==> src/rtl/instr_mem_loadable_if.sv <==
// Fetch and program-load signal bundle for instr_mem_loadable.
// master = fetch stage / boot loader side, slave = the memory.
interface instr_mem_loadable_if #(
  parameter int ADDR_W      = 8,
  parameter int INSTR_WIDTH = 9
);
  logic                   fetch_req;
  logic [ADDR_W-1:0]      fetch_addr;
  logic                   fetch_ready;
  logic                   instr_valid;
  logic [INSTR_WIDTH-1:0] instr_out;
  logic                   addr_err;
  logic                   parity_err;

  logic                   load_start;
  logic [ADDR_W-1:0]      load_base;
  logic                   load_valid;
  logic [INSTR_WIDTH-1:0] load_data;
  logic                   load_last;
  logic                   load_ready;
  logic                   load_done;
  logic                   load_overflow;

  modport master (
    output fetch_req, fetch_addr, load_start, load_base, load_valid, load_data, load_last,
    input  fetch_ready, instr_valid, instr_out, addr_err, parity_err,
           load_ready, load_done, load_overflow
  );

  modport slave (
    input  fetch_req, fetch_addr, load_start, load_base, load_valid, load_data, load_last,
    output fetch_ready, instr_valid, instr_out, addr_err, parity_err,
           load_ready, load_done, load_overflow
  );
endinterface

==> src/rtl/instr_mem_loadable.sv <==
// Loadable instruction memory; optional stored even parity under INSTR_MEM_PARITY_EN.
// Latency: fetch data 1 cycle after acceptance; load_done 1 cycle after the last beat.
// Backpressure: fetch_ready low in LOAD or when load_start is seen; load_ready high only in LOAD.
module instr_mem_loadable #(
  parameter int ROM_SIZE    = 256,
  parameter int INSTR_WIDTH = 9
) (
  input  logic                clk,
  input  logic                reset_n,
  instr_mem_loadable_if.slave bus
);
  localparam int ADDR_W = $clog2(ROM_SIZE);
`ifdef INSTR_MEM_PARITY_EN
  localparam int STORE_W = INSTR_WIDTH + 1;
`else
  localparam int STORE_W = INSTR_WIDTH;
`endif
  localparam logic [ADDR_W:0]   SIZE_X    = (ADDR_W + 1)'(ROM_SIZE);
  localparam logic [ADDR_W-1:0] LAST_ADDR = ADDR_W'(ROM_SIZE - 1);

  typedef enum logic {ST_IDLE, ST_LOAD} state_e;

  state_e                 state_q, state_d;
  logic [ADDR_W-1:0]      wr_ptr_q, wr_ptr_d;
  logic                   load_overflow_q, load_overflow_d;
  logic                   load_done_q, load_done_d;
  logic                   instr_valid_q, instr_valid_d;
  logic [INSTR_WIDTH-1:0] instr_out_q, instr_out_d;
  logic                   addr_err_q, addr_err_d;
  logic                   parity_err_q, parity_err_d;

  // Deliberately unreset so a program survives a core reset.
  logic [STORE_W-1:0] mem [ROM_SIZE];

  logic               fetch_ready, load_ready;
  logic               fetch_acc, mem_we;
  logic               fetch_in_range, wr_in_range;
  logic [ADDR_W-1:0]  rd_idx;
  logic [STORE_W-1:0] rd_word, wr_word;

  assign fetch_in_range = {1'b0, bus.fetch_addr} < SIZE_X;
  assign wr_in_range    = {1'b0, wr_ptr_q} < SIZE_X;
  assign rd_idx         = fetch_in_range ? bus.fetch_addr : '0;
  assign rd_word        = mem[rd_idx];

`ifdef INSTR_MEM_PARITY_EN
  assign wr_word = {^bus.load_data, bus.load_data};
`else
  assign wr_word = bus.load_data;
`endif

  always_comb begin
    state_d         = state_q;
    wr_ptr_d        = wr_ptr_q;
    load_overflow_d = load_overflow_q;
    load_done_d     = 1'b0;
    instr_valid_d   = 1'b0;
    instr_out_d     = instr_out_q;
    addr_err_d      = 1'b0;
    parity_err_d    = 1'b0;
    fetch_ready     = 1'b0;
    load_ready      = 1'b0;
    fetch_acc       = 1'b0;
    mem_we          = 1'b0;

    unique case (state_q)
      ST_IDLE: begin
        // load_start wins over a same-cycle fetch.
        fetch_ready = !bus.load_start;
        fetch_acc   = bus.fetch_req && !bus.load_start;
        if (bus.load_start) begin
          state_d         = ST_LOAD;
          wr_ptr_d        = bus.load_base;
          load_overflow_d = 1'b0;
        end
      end
      ST_LOAD: begin
        load_ready = 1'b1;
        if (bus.load_valid) begin
          mem_we = wr_in_range;
          if (wr_ptr_q == LAST_ADDR) begin
            wr_ptr_d        = '0;
            load_overflow_d = 1'b1;
          end else begin
            wr_ptr_d = wr_ptr_q + 1'b1;
          end
          if (bus.load_last) begin
            state_d     = ST_IDLE;
            load_done_d = 1'b1;
          end
        end
      end
      default: state_d = ST_IDLE;
    endcase

    if (fetch_acc) begin
      instr_valid_d = 1'b1;
      if (fetch_in_range) begin
        instr_out_d = rd_word[INSTR_WIDTH-1:0];
`ifdef INSTR_MEM_PARITY_EN
        parity_err_d = ^rd_word;
`endif
      end else begin
        instr_out_d = '0;
        addr_err_d  = 1'b1;
      end
    end
  end

  always_ff @(posedge clk or negedge reset_n) begin
    if (!reset_n) begin
      state_q         <= ST_IDLE;
      wr_ptr_q        <= '0;
      load_overflow_q <= 1'b0;
      load_done_q     <= 1'b0;
      instr_valid_q   <= 1'b0;
      instr_out_q     <= '0;
      addr_err_q      <= 1'b0;
      parity_err_q    <= 1'b0;
    end else begin
      state_q         <= state_d;
      wr_ptr_q        <= wr_ptr_d;
      load_overflow_q <= load_overflow_d;
      load_done_q     <= load_done_d;
      instr_valid_q   <= instr_valid_d;
      instr_out_q     <= instr_out_d;
      addr_err_q      <= addr_err_d;
      parity_err_q    <= parity_err_d;
    end
  end

  always_ff @(posedge clk) begin
    if (mem_we) begin
      mem[wr_ptr_q] <= wr_word;
    end
  end

  assign bus.fetch_ready   = fetch_ready;
  assign bus.load_ready    = load_ready;
  assign bus.instr_valid   = instr_valid_q;
  assign bus.instr_out     = instr_out_q;
  assign bus.addr_err      = addr_err_q;
  assign bus.parity_err    = parity_err_q;
  assign bus.load_done     = load_done_q;
  assign bus.load_overflow = load_overflow_q;
endmodule

==> src/flat_wrapper.sv <==
// flat-port wrapper written by rule: the top's interface ports become plain ports
module instr_mem_loadable_flat 
#(
  parameter int ROM_SIZE    = 256,
  parameter int INSTR_WIDTH = 9
)
  (clk, reset_n, bus_fetch_req, bus_fetch_addr, bus_load_start, bus_load_base, bus_load_valid, bus_load_data, bus_load_last, bus_fetch_ready, bus_instr_valid, bus_instr_out, bus_addr_err, bus_parity_err, bus_load_ready, bus_load_done, bus_load_overflow);
  instr_mem_loadable_if #(.ADDR_W(($clog2(ROM_SIZE))), .INSTR_WIDTH(INSTR_WIDTH)) bus_i ();
  input  logic clk;
  input  logic reset_n;
  input wire logic [$bits(bus_i.fetch_req)-1:0] bus_fetch_req;
  input wire logic [$bits(bus_i.fetch_addr)-1:0] bus_fetch_addr;
  input wire logic [$bits(bus_i.load_start)-1:0] bus_load_start;
  input wire logic [$bits(bus_i.load_base)-1:0] bus_load_base;
  input wire logic [$bits(bus_i.load_valid)-1:0] bus_load_valid;
  input wire logic [$bits(bus_i.load_data)-1:0] bus_load_data;
  input wire logic [$bits(bus_i.load_last)-1:0] bus_load_last;
  output wire logic [$bits(bus_i.fetch_ready)-1:0] bus_fetch_ready;
  output wire logic [$bits(bus_i.instr_valid)-1:0] bus_instr_valid;
  output wire logic [$bits(bus_i.instr_out)-1:0] bus_instr_out;
  output wire logic [$bits(bus_i.addr_err)-1:0] bus_addr_err;
  output wire logic [$bits(bus_i.parity_err)-1:0] bus_parity_err;
  output wire logic [$bits(bus_i.load_ready)-1:0] bus_load_ready;
  output wire logic [$bits(bus_i.load_done)-1:0] bus_load_done;
  output wire logic [$bits(bus_i.load_overflow)-1:0] bus_load_overflow;
  assign bus_i.fetch_req = bus_fetch_req;
  assign bus_i.fetch_addr = bus_fetch_addr;
  assign bus_i.load_start = bus_load_start;
  assign bus_i.load_base = bus_load_base;
  assign bus_i.load_valid = bus_load_valid;
  assign bus_i.load_data = bus_load_data;
  assign bus_i.load_last = bus_load_last;
  assign bus_fetch_ready = bus_i.fetch_ready;
  assign bus_instr_valid = bus_i.instr_valid;
  assign bus_instr_out = bus_i.instr_out;
  assign bus_addr_err = bus_i.addr_err;
  assign bus_parity_err = bus_i.parity_err;
  assign bus_load_ready = bus_i.load_ready;
  assign bus_load_done = bus_i.load_done;
  assign bus_load_overflow = bus_i.load_overflow;
  instr_mem_loadable #(.ROM_SIZE(ROM_SIZE), .INSTR_WIDTH(INSTR_WIDTH)) u_core (.clk(clk), .reset_n(reset_n), .bus(bus_i));
endmodule
==> config.mk <==
export PLATFORM = sky130hd
export DESIGN_NAME = instr_mem_loadable_flat
export DESIGN_NICKNAME = d
export VERILOG_FILES = /design/src/rtl/instr_mem_loadable_if.sv /design/src/rtl/instr_mem_loadable.sv /design/src/flat_wrapper.sv
export SDC_FILE = /design/constraint.sdc
export NUM_CORES = 2
export LEC_CHECK = 0
export CAP_MARGIN = 20
export CORE_MARGIN = 5
export CORE_UTILIZATION = 57
export CTS_CLUSTER_DIAMETER = 40
export DETAILED_ROUTE_END_ITERATION = 10
export GPL_ROUTABILITY_DRIVEN = 0
export GPL_TIMING_DRIVEN = 0
export PLACE_DENSITY_LB_ADDON = 0.12
export SYNTH_ARGS = -nofsm -noshare
export SYNTH_HDL_FRONTEND = slang
export SYNTH_SLANG_ARGS = --single-unit
==> constraint.sdc <==
create_clock -name clk -period 2.8 [get_ports clk]
set_clock_uncertainty 0.2 [all_clocks]
set_input_delay 0.42 -clock clk [delete_from_list [all_inputs] [get_ports clk]]
set_output_delay 0.42 -clock clk [all_outputs]
set_load 0.01 [all_outputs]
* After elaboration in Yosys (flattened, before gate mapping)
Memory sizes are Yosys's and may differ from the RTL's. A register that Yosys moved wholly into a read port is not among the register bits. Cells that the tools add are included.
Storage, ports and cells: flip-flop bits (word level) 12, latch bits 0, RAM bits 2304, ROM bits 0, bits of input ports 31, output and inout bits 16, logic and storage cells 40, memories 1
Memory list:
- u_core.mem | words 256, width 9, rd ports 1, clocked after Yosys merged registers in 1, write ports 1, RTL line instr_mem_loadable.sv:33 | logic [STORE_W-1:0] mem [ROM_SIZE];
Operators by class: $add $sub $neg 1, $mul 0, div/mod/pow operators 0, order comparisons 0, equal/unequal tests 4, shift operators 0, muxes and demuxes 23, bitwise gates (word level) 1, reductions and logical operators 5
Operator list (number):
- 8-bit 2-to-1 mux | 3
- 1-bit 2-to-1 mux | 17
- 8-bit case mux with 2 select lines | 1
- 8-bit by 1-bit adder with 8-bit output (second input constant) | 1
- 8-bit equality test (second input constant) | 1
- 2-bit != test (second input constant) | 3
- 1-bit case mux with 2 select lines | 2
- 3-bit AND reduction | 1
- 1-bit logical NOT | 2
- 2-bit AND reduction | 1
- 1-bit logical AND | 1
- 1-bit inverter | 1

* Longest topological paths before layout
depth in word-level cells 4, mapped depth 12, gate-level depth less buffers 8

* Least setup slack after synthesis
OpenSTA, ideal clock, no wires.
kind register to register, from register u_core.wr_ptr_q[0], to memory u_core.mem[115][0] (netlist bit), enable pin, setup time 374 ps, data arrival time 2076 ps, data required time 2226 ps, path slack 149 ps, cell stages (with the launch flop) 6, buffers on the path 1, clock period less this slack 2651 ps, cells stage by stage dfrtp_1 ha_1 or3b_2 or2_2 clkbuf_1 nor2_1
RTL lines:
- from (decl) | RTL line instr_mem_loadable.sv:24 | logic [ADDR_W-1:0] wr_ptr_q, wr_ptr_d;
- from (signal assigned) | RTL line instr_mem_loadable.sv:122 | wr_ptr_q <= wr_ptr_d;
- to (decl) | RTL line instr_mem_loadable.sv:33
No word-level cell before the write port.

==> flow_summary.yaml <==
critical_path:
  critPathMostFrequentCell: "buf_4"
  crit_family: "buffers and inverters"
  startpoint_type: "input port"
  worstPathCellList: "buf_4 > buf_4 > buf_4 > clkbuf_4 > buf_2 > nor2_1 > nor2_1 > o22ai_2 > a211oi_1 > nand4_1 > nand3_1"
  cp.depth: 11
  cp_max_fo: 10
  path_class: "input port to flip-flop"
  critPathArrivalTime_ns: 3.70
  rr_startpoint: "u_core.wr_ptr_q[3]"
  r2r_end: "u_core.mem[250][7]"
  r2r_slack_ns: -0.09
  setup.worst_path.end_class: "flip-flop"
  crit_slowest_cell: "nand4_1"
  cp.required_ns: 3.49
  critPathBufInv: 5
  cpPeakStageDelay_ns: 0.41
  rr_worst_depth: 4
power:
  leakage_nw: 35.62
  p_seq_share_pct: 45.9
  comb_power_share_pct: 8.2
  clkPwrFrac_pct: 45.9
  swShare_pct: 24.12
  p_sw_mw: 20.41
  p_per_area_nw_per_um2: 770.6
  vdd_drop_max_uv: 636.1
  internal_power_mw: 64.21
  power.total_mw: 84.62
clock_network:
  cts_root_buf: "clkbuf_16"
  cts-htree-levels: 5
  insertion_delay_ns: 0.95
  clock_path_buffers: 4
  path_clk_slew_ns: 0.06
  cts_tree: "yes"
  clock_sink_count: 2325
  numCtsBuffers: 309
outcome:
  outcome: "finished, violations left"
  violations: "negative setup slack"
cells_and_area:
  area_delta_synth_final_pct: 20.93
  nFillCells: 9715
  layout-drive-gt1-share_pct: 32.36
  layout.nets: 5184
  instances_no_fill: 7458
grt:
  grt_pass1_vias: 50720
  grt_overflow_total: 0
  antenna_found_initial: 17
  grt_pass1_wl_mm: 414.8
  grt_usage_pct: 36.57
  grt_max_degree: 164
logic_synthesis:
  synth_seq_area_share_pct: 76.76
  ys_async_sr_fraction_pct: 0.9032
  synth_edf_count: 2304
  synthCells: 4594
  ys_top_cells_by_area: "edfxtp_1 (76%), mux4_2 (9.5%), mux2i_1 (4.5%)"
  mappedNetlistArea_um2: 90810
  yosysTopAreaCell: "edfxtp_1"
  ys_types: 66
  synth.avg_cell_area_um2: 19.77
  synth-seq-cells: 2325
  synth_ff_type: "edfxtp_1"
  ys_warn_count: 0
  synth_top_area_share_pct: 76.19
  yosysMostFrequentCell: "edfxtp_1"
  synth_common_cells: "edfxtp_1 (2304), mux2i_1 (410), mux4_2 (383)"
timing:
  worst-slew-pin-transition_ns: 1.210
  timing.final.crit_period_ns: 3.012
  finalCritPeriodShare_pct: 107.6
  max_freq_mhz: 332.0
  finalHoldViolCount: 0
  slew_headroom_pct: 19.32
  setup_slack_ns: -0.2118
  report.final.slew_viol_count: 0
  rsz0062_at_grt: "true"
  setup_viol: 197
routing:
  vias_per_cell: 7.108
  ant_nets: 0
  num_vias: 53020
  first_pass_iters: 9
  drc: 0
  wl_per_cell_um: 41.26
  drt_iter0_markers: 10160
  routed_wirelength_mm: 307.7
die:
  std_cell_rows: 146
  die_w_um: 409.2
  core_area_um2: 158400
  io_pins: 47
  die_h_um: 409.2
  initial_utilization_pct: 57.34
  die_area_um2: 167400
flow_run:
  cap_violations: 0
hold_path:
  hold_path.class: "input port to flip-flop"
  hold_depth: 2
  hold_end: "u_core.bus.load_done"
  hold_start: "bus_load_valid"
placed_design:
  dp_hpwl_mm: 200.7
  io_buffers: 39
  dp_cells: 6768
power by group through the flow:
| stage | combinational [mW] | clock [mW] | sequential, mW |
|---|---|---|---|
| floorplan | 2.47 | 0 | 39.4 |
| global placement | 5.29 | 0 | 39.9 |
| detailed placement | 5.49 | 0 | 39.5 |
| CTS | 6.42 | 38.8 | 38.8 |
| global route | 6.90 | 40.4 | 38.8 |
| finish | 6.95 | 38.8 | 38.9 |
flip-flops by register name, indices dropped and copies added, names as in the netlist:
| name | cells |
|---|---|
| u_core.mem | 2304 |
| u_core.bus.instr_out | 9 |
| u_core.wr_ptr_q | 8 |
| u_core.bus.instr_valid | 1 |
| u_core.bus.load_done | 1 |
| u_core.bus.load_overflow | 1 |
| u_core.state_q | 1 |
how the worst max path moves through the flow:
stage / startpoint / endpoint / slack, ns
final: bus_fetch_addr[4] / u_core.bus.instr_out[5] / -0.21
after floorplan: u_core.wr_ptr_q[0] / u_core.mem[115][0] / 0.15
after detailed placement: bus_fetch_addr[2] / u_core.bus.instr_out[6] / -2.54
after global placement: bus_load_data[1] / u_core.mem[200][1] / -7.05
after CTS: u_core.wr_ptr_q[4] / u_core.mem[6][6] / -0.02
after global routing: u_core.wr_ptr_q[6] / u_core.mem[254][4] / -0.13
layout by cell type (no fill, tap or decap), types with 29 or more instances in the layout:
cell / count
nand2_1: 191
bufinv_16: 30
buf_6: 88
edfxtp_1: 2304
nor2_2: 86
nor2_1: 78
nor2_4: 170
clkbuf_1: 58
buf_8: 53
clkbuf_4: 35
a21oi_1: 42
o22ai_1: 129
buf_4: 129
o221ai_1: 45
mux4_2: 383
clkinv_1: 35
buf_12: 61
a211oi_1: 32
clkbuf_16: 318
inv_6: 29
mux2i_1: 409
o21ai_0: 29
a22oi_1: 35
per-layer routing:
metal	up-vias	share of wire, %	track usage (%)
met4	10	7.0	19.68
met2	4679	42	51.40
met5	-	0.10	0
met1	27190	35	49.15
li1	20120	-	-
met3	1023	16	15.14
cell type report:
cell class                 instances  area [µm²]  area share [%]
sequential                      2325       69720           63.49
multi-input combinational       1985       21690           19.75
clock buffer                     358        8095           7.371
timing repair buffer             247        3075           2.800
buffer                           275        2651           2.414
tap                             2072        2592           2.361
clock inverter                   178        1933           1.760
antenna                           12       30.03         0.02734
inverter                           6       28.78         0.02620
cells by family after synthesis:
| family | after synthesis | synth area share, % |
|---|---|---|
| AND/OR/NAND/NOR | 690 | 3.218 |
| other | 1 | 0.004129 |
| AO/OA/AOI/OAI | 493 | 3.841 |
| adder cells (fa/ha/maj) | 4 | 0.05511 |
| XOR/XNOR | 2 | 0.01929 |
| buffers and inverters | 286 | 2.080 |
| multiplexers | 793 | 14.02 |
| flip-flops | 2325 | 76.76 |
timing repair:
item / in CTS / in global routing
hold buffers: 19 / 0
cloned: 1 / 0
endpoints found under the hold margin: 1027 / 0
pin swaps: 87 / 14
setup endpoints to repair: 2266 / 995
gates resized for setup: 832 / 128
setup buffers: 120 / 7
per-stage QoR:
| step | worst slack (ns) | TNS (ns) | hold WS [ns] | area, µm² | utilization [%] |
|---|---|---|---|---|---|
| 2_1_floorplan | 0.1493 | 0 | -0.07559 | 90820 | - |
| 3_3_place_gp | -7.054 | - | 0.2651 | 93800 | 59.22 |
| 3_5_place_dp | -2.540 | -2650.88 | 0.2954 | 94780 | 59.85 |
| 4_1_cts | -0.02223 | -0.3596 | 0.002523 | 109300 | 69.02 |
| 5_1_grt | -0.1275 | -3.480 | 0.06081 | 109800 | 69.32 |
| 6_report | -0.2118 | -7.477 | 0.05934 | 109800 | 69.34 |
Power figures use the tool's default switching activity.
